$ cat src/rtl/mem_enigma.sv
// mem_enigma: single-stage character cipher built from four fixed
// involutions ("blocks") over the uppercase letters A-Z.
//
// Each block is a set of 13 disjoint letter swaps, so the same operation
// both encrypts and decrypts. Any character outside 'A'..'Z' is echoed
// unchanged. The result is registered: exactly one cycle of latency, with
// one character accepted every cycle.
//
// Handshake: a character is accepted on every rising clk edge where
// in_valid=1. There is no ready or backpressure. out_valid is high for
// exactly the cycle after an accepted character. While out_valid is low,
// out keeps the last result.
//
// Compile-time option MEM_AUTO_STEP_EN (undefined by default):
//   When defined, the block adds the input set_load and a 2-bit rotor.
//   The rotor replaces setting as the block select. An edge with
//   set_load=1 loads the rotor from setting, and that edge's character
//   uses setting directly. Each accepted character then steps the rotor
//   down by one, wrapping from 0 to 3.
//
// Ports:
//   clk        rising-edge clock
//   rst        asynchronous active-high reset
//   set_load   (MEM_AUTO_STEP_EN only) load the rotor from setting
//   in_valid   in/setting are sampled on this edge
//   in         8-bit ASCII character
//   setting    2-bit block select
//   out        registered mapped character (RESET_CHAR while in reset)
//   out_valid  out holds a new result this cycle

module mem_enigma #(
  parameter logic [7:0] RESET_CHAR = 8'h00
) (
  input  logic       clk,
  input  logic       rst,
`ifdef MEM_AUTO_STEP_EN
  input  logic       set_load,
`endif
  input  logic       in_valid,
  input  logic [7:0] in,
  input  logic [1:0] setting,
  output logic [7:0] out,
  output logic       out_valid
);

  // Swap table. Characters with no listed pair, including all
  // non-letters, are returned unchanged.
  function automatic logic [7:0] map_char(input logic [1:0] blk, input logic [7:0] c);
    logic [7:0] r;
    r = c;
    case (blk)
      2'd0: begin
        case (c)
          "A": r = "O";  "O": r = "A";  "L": r = "Y";  "Y": r = "L";
          "B": r = "C";  "C": r = "B";  "D": r = "E";  "E": r = "D";
          "F": r = "G";  "G": r = "F";  "H": r = "I";  "I": r = "H";
          "J": r = "K";  "K": r = "J";  "M": r = "N";  "N": r = "M";
          "P": r = "Q";  "Q": r = "P";  "R": r = "S";  "S": r = "R";
          "T": r = "U";  "U": r = "T";  "V": r = "W";  "W": r = "V";
          "X": r = "Z";  "Z": r = "X";
          default: r = c;
        endcase
      end
      2'd1: begin
        case (c)
          "E": r = "S";  "S": r = "E";  "K": r = "W";  "W": r = "K";
          "C": r = "D";  "D": r = "C";  "A": r = "B";  "B": r = "A";
          "F": r = "G";  "G": r = "F";  "H": r = "I";  "I": r = "H";
          "J": r = "L";  "L": r = "J";  "M": r = "N";  "N": r = "M";
          "O": r = "P";  "P": r = "O";  "Q": r = "R";  "R": r = "Q";
          "T": r = "U";  "U": r = "T";  "V": r = "X";  "X": r = "V";
          "Y": r = "Z";  "Z": r = "Y";
          default: r = c;
        endcase
      end
      2'd2: begin
        case (c)
          "C": r = "H";  "H": r = "C";  "G": r = "O";  "O": r = "G";
          "D": r = "L";  "L": r = "D";  "A": r = "B";  "B": r = "A";
          "E": r = "F";  "F": r = "E";  "I": r = "J";  "J": r = "I";
          "K": r = "M";  "M": r = "K";  "N": r = "P";  "P": r = "N";
          "Q": r = "R";  "R": r = "Q";  "S": r = "T";  "T": r = "S";
          "U": r = "V";  "V": r = "U";  "W": r = "X";  "X": r = "W";
          "Y": r = "Z";  "Z": r = "Y";
          default: r = c;
        endcase
      end
      default: begin
        case (c)
          "L": r = "Q";  "Q": r = "L";  "H": r = "R";  "R": r = "H";
          "A": r = "B";  "B": r = "A";  "C": r = "D";  "D": r = "C";
          "E": r = "F";  "F": r = "E";  "G": r = "I";  "I": r = "G";
          "J": r = "K";  "K": r = "J";  "M": r = "N";  "N": r = "M";
          "O": r = "P";  "P": r = "O";  "S": r = "T";  "T": r = "S";
          "U": r = "V";  "V": r = "U";  "W": r = "X";  "X": r = "W";
          "Y": r = "Z";  "Z": r = "Y";
          default: r = c;
        endcase
      end
    endcase
    return r;
  endfunction

  logic [1:0] blk;

`ifdef MEM_AUTO_STEP_EN
  logic [1:0] rotor;

  // A load takes effect on its own character. The rotor therefore holds
  // the block the *next* character will use.
  assign blk = set_load ? setting : rotor;

  always_ff @(posedge clk or posedge rst) begin
    if (rst) begin
      rotor <= 2'd0;
    end else if (in_valid) begin
      rotor <= blk - 2'd1;           // wraps 0 -> 3
    end else if (set_load) begin
      rotor <= setting;
    end
  end
`else
  assign blk = setting;
`endif

  always_ff @(posedge clk or posedge rst) begin
    if (rst) begin
      out       <= RESET_CHAR;
      out_valid <= 1'b0;
    end else begin
      out_valid <= in_valid;
      if (in_valid) begin
        out <= map_char(blk, in);
      end
    end
  end

endmodule

$ cat config.mk
export PLATFORM = sky130hd
export DESIGN_NAME = mem_enigma
export DESIGN_NICKNAME = d
export VERILOG_FILES = /design/src/rtl/mem_enigma.sv
export SDC_FILE = /design/constraint.sdc
export NUM_CORES = 1
export LEC_CHECK = 0
export BUFFER_PORTS_ARGS = -buffer_cell sky130_fd_sc_hd__buf_4
export CORE_ASPECT_RATIO = 2
export CORE_MARGIN = 5
export CORE_UTILIZATION = 42
export CTS_BUF_LIST = sky130_fd_sc_hd__clkbuf_8
export DETAILED_ROUTE_END_ITERATION = 10
export REMOVE_ABC_BUFFERS = 1
export SLEW_MARGIN = 5
export SYNTH_ARGS = -nofsm -noshare
export SYNTH_HDL_FRONTEND = slang
export SYNTH_SLANG_ARGS = --single-unit
$ cat constraint.sdc
create_clock -name clk -period 2.9 [get_ports clk]
set_clock_uncertainty 0.2 [all_clocks]
set_input_delay 0.145 -clock clk [delete_from_list [all_inputs] [get_ports clk]]
set_output_delay 0.145 -clock clk [all_outputs]
set_load 0.005 [all_outputs]
==> out/metrics.cfg <==
[hold_path]
min_path_cells=3
min_path_type=input port to flop

[synthesis]
synth_top_flop_cell=dfrtp_1
avgSynthCellArea_um2=6.73
synth.top_cells.by_count=24 x o21ai_0, 21 x a21oi_1, 19 x nor2_1, 14 x nand2_1, 12 x clkbuf_1
yosysMostFrequentCell=o21ai_0
ys_warn_count=0
synth_mux_area_frac=0.0285
yosys.area.top_type=dfrtp_1
seq_area_frac_synth=0.147
syn_inst=228
synth_compound_area_frac=0.437
synth-xor-area-share=0
synth_cell_types=54
synth-edff-count=0
netlist_area_mm2=0.00153
synth_top_family_by_area=compound AO/OA/AOI/OAI gates
synth-simple-area-share=0.274
synth_top_area_frac=0.147
synthArstFlopShare=1.00
synthAdderAreaFrac=0
synth-seq-cells=9
ys_top_cells_by_area=dfrtp_1 15%, o21ai_0 7.8%, a21oi_1 6.9%

[placed_design]
hpwl_um=3740
dpl.cell_count=271
gp_congestion=0.936
dp_slack_ns=0.863
io_buffer_count=21

[drt]
drt_iter0_drc=85
firstDrtPassIters=4
wire_per_inst_um=18.7
num_vias=1813
finalWirelength_um=5250
final_antenna_net_count=0
drc=0
vias_per_cell=6.48

[critical_path]
crit_required_ns=2.87
start_kind=input port
r2r_slack_ns=1.79
crit_fanout=13
r2r_start=out[3]
worst_ep_arrival_time_ns=2.22
path_class=input port to flop
rr_worst_depth=3
rr_endpoint=out[3]
cp-endpoint=out[4]
crit_path_start=in[5]
critPathCaptureType=flop

[grt]
grt_pass1_wl_um=8880
antenna_found_initial=0
track_usage=0.231
grt_pass1_vias=1798
gr-total-overflow=0
grt_max_degree=40

[floorplanning]
core_mm2=0.00357
die_h_um=95.5
die_area_mm2=0.00503
ioPinCount=22
rows=31
die_w_um=52.7
start_util=0.430

[layout]
final_cells=280
fin_nets=245
layout-drive-gt1-share=0.147
syn2layout_area_growth_pct=11.1
n_antenna_cell=0

[clock_tree]
cts_tree=built
cts_sinks=9
clk_latency_ns=0.23
clock_path_buffers=2
cts.repair.resized=0
clk_pin_slew_ns=0.04
post-cts-setup-buffer-count=0
clockRootBuffer=clkbuf_8
htree_levels=1
cts_inserted_buffers=3
postCtsHoldBufs=5

[sta]
fmaxAchievable_mhz=443
slew_headroom=0.652
worst_slew_pin_slew_ns=0.520
setup_viol=0
finalCritPeriodShare=0.779
rsz0062_at_grt=false
finalMaxSlewViolations=0
setup_slack_ns=0.641
setup_tns_ns=0
hold_viol=0
period_minus_slack_ns=2.26

[power]
peakVddDrop_mv=0.305
p_per_area_mw_per_mm2=302
power.total_mw=0.515
p_leak_nw=0.626

[flow_run]
drv_cap=0

[run_status]
status=complete, no violations

[cell families (layout without fill, tap and decap cells)]
family	count (synthesis)	in the layout
AOI/OAI and AO/OA	102	102
muxes	4	4
DFF	9	9
and+or+nand+nor	79	79
buffers and inverters	34	37
[area by class of cell]
| type | count | area, um^2 |
|---|---|---|
| inverters | 6 | 22.5 |
| fillers | 400 | 1860 |
| repair buffers | 27 | 215 |
| well taps | 49 | 61.3 |
| flip-flops and latches | 9 | 225 |
| clock inverters | 1 | 3.75 |
| clock buffers | 3 | 41.3 |
| multi-input cells | 185 | 1130 |
[where the power goes]
| group | total (mW) | switching, mW | internal, mW |
|---|---|---|---|
| clock network | 0.138 | 0.0460 | 0.0919 |
| logic | 0.230 | 0.136 | 0.0939 |
| registers | 0.148 | 0.00733 | 0.140 |
[per-stage QoR]
step / hold WS (ns) / util / cell area, um^2
global placement: -0.0604 / 0.451 / 1610
global route: 0.190 / 0.478 / 1700
CTS: 0.154 / 0.478 / 1700
floorplan: -0.227 / - / 1380
detailed placement: -0.0593 / 0.451 / 1610
finish: 0.170 / 0.478 / 1700
[critical path: stages]
cell,delay (ns)
dlygate4sd3_1,0.54
buf_4,0.15
or3b_4,0.49
nor2_2,0.39
nor2_1,0.11
a211oi_1,0.25
a21o_1,0.15
[flip-flops by register name, indices dropped and copies added, names as in the netlist]
| name | count |
|---|---|
| out_valid | 1 |
| out | 8 |
[per-layer routing]
metal | global-route usage | share of wire | vias up
met2 | 0.407 | 0.54 | 66
met4 | 0.0981 | 0.031 | 0
met3 | 0.0172 | 0.042 | 13
li1 | - | - | 874
met5 | 0 | 0 | -
met1 | 0.277 | 0.38 | 860
[how the worst min path moves through the flow]
stage | startpoint | end | slack, ns
after floorplan | rst | out[0] | -0.23
after global placement | rst | out_valid | -0.06
after detailed placement | rst | out_valid | -0.06
after CTS | setting[0] | out[1] | 0.15
after global routing | setting[0] | out[1] | 0.19
final | setting[0] | out[1] | 0.17
[cells in the final DEF (no fill, tap or decap), drive strengths merged, types with 4 or more instances in the layout]
cell type     n
nor2b         5
a21oi        21
nand2b        7
o21ai        25
nand3         5
o211ai        4
dlygate4sd3   5
nor2         20
buf          22
inv           7
nand2        14
or3           4
a21o          6
dfrtp         9
o2111ai       4
a31oi         8
o22ai         6
a211oi        7
nor3          8
Power figures use the tool's default switching activity.
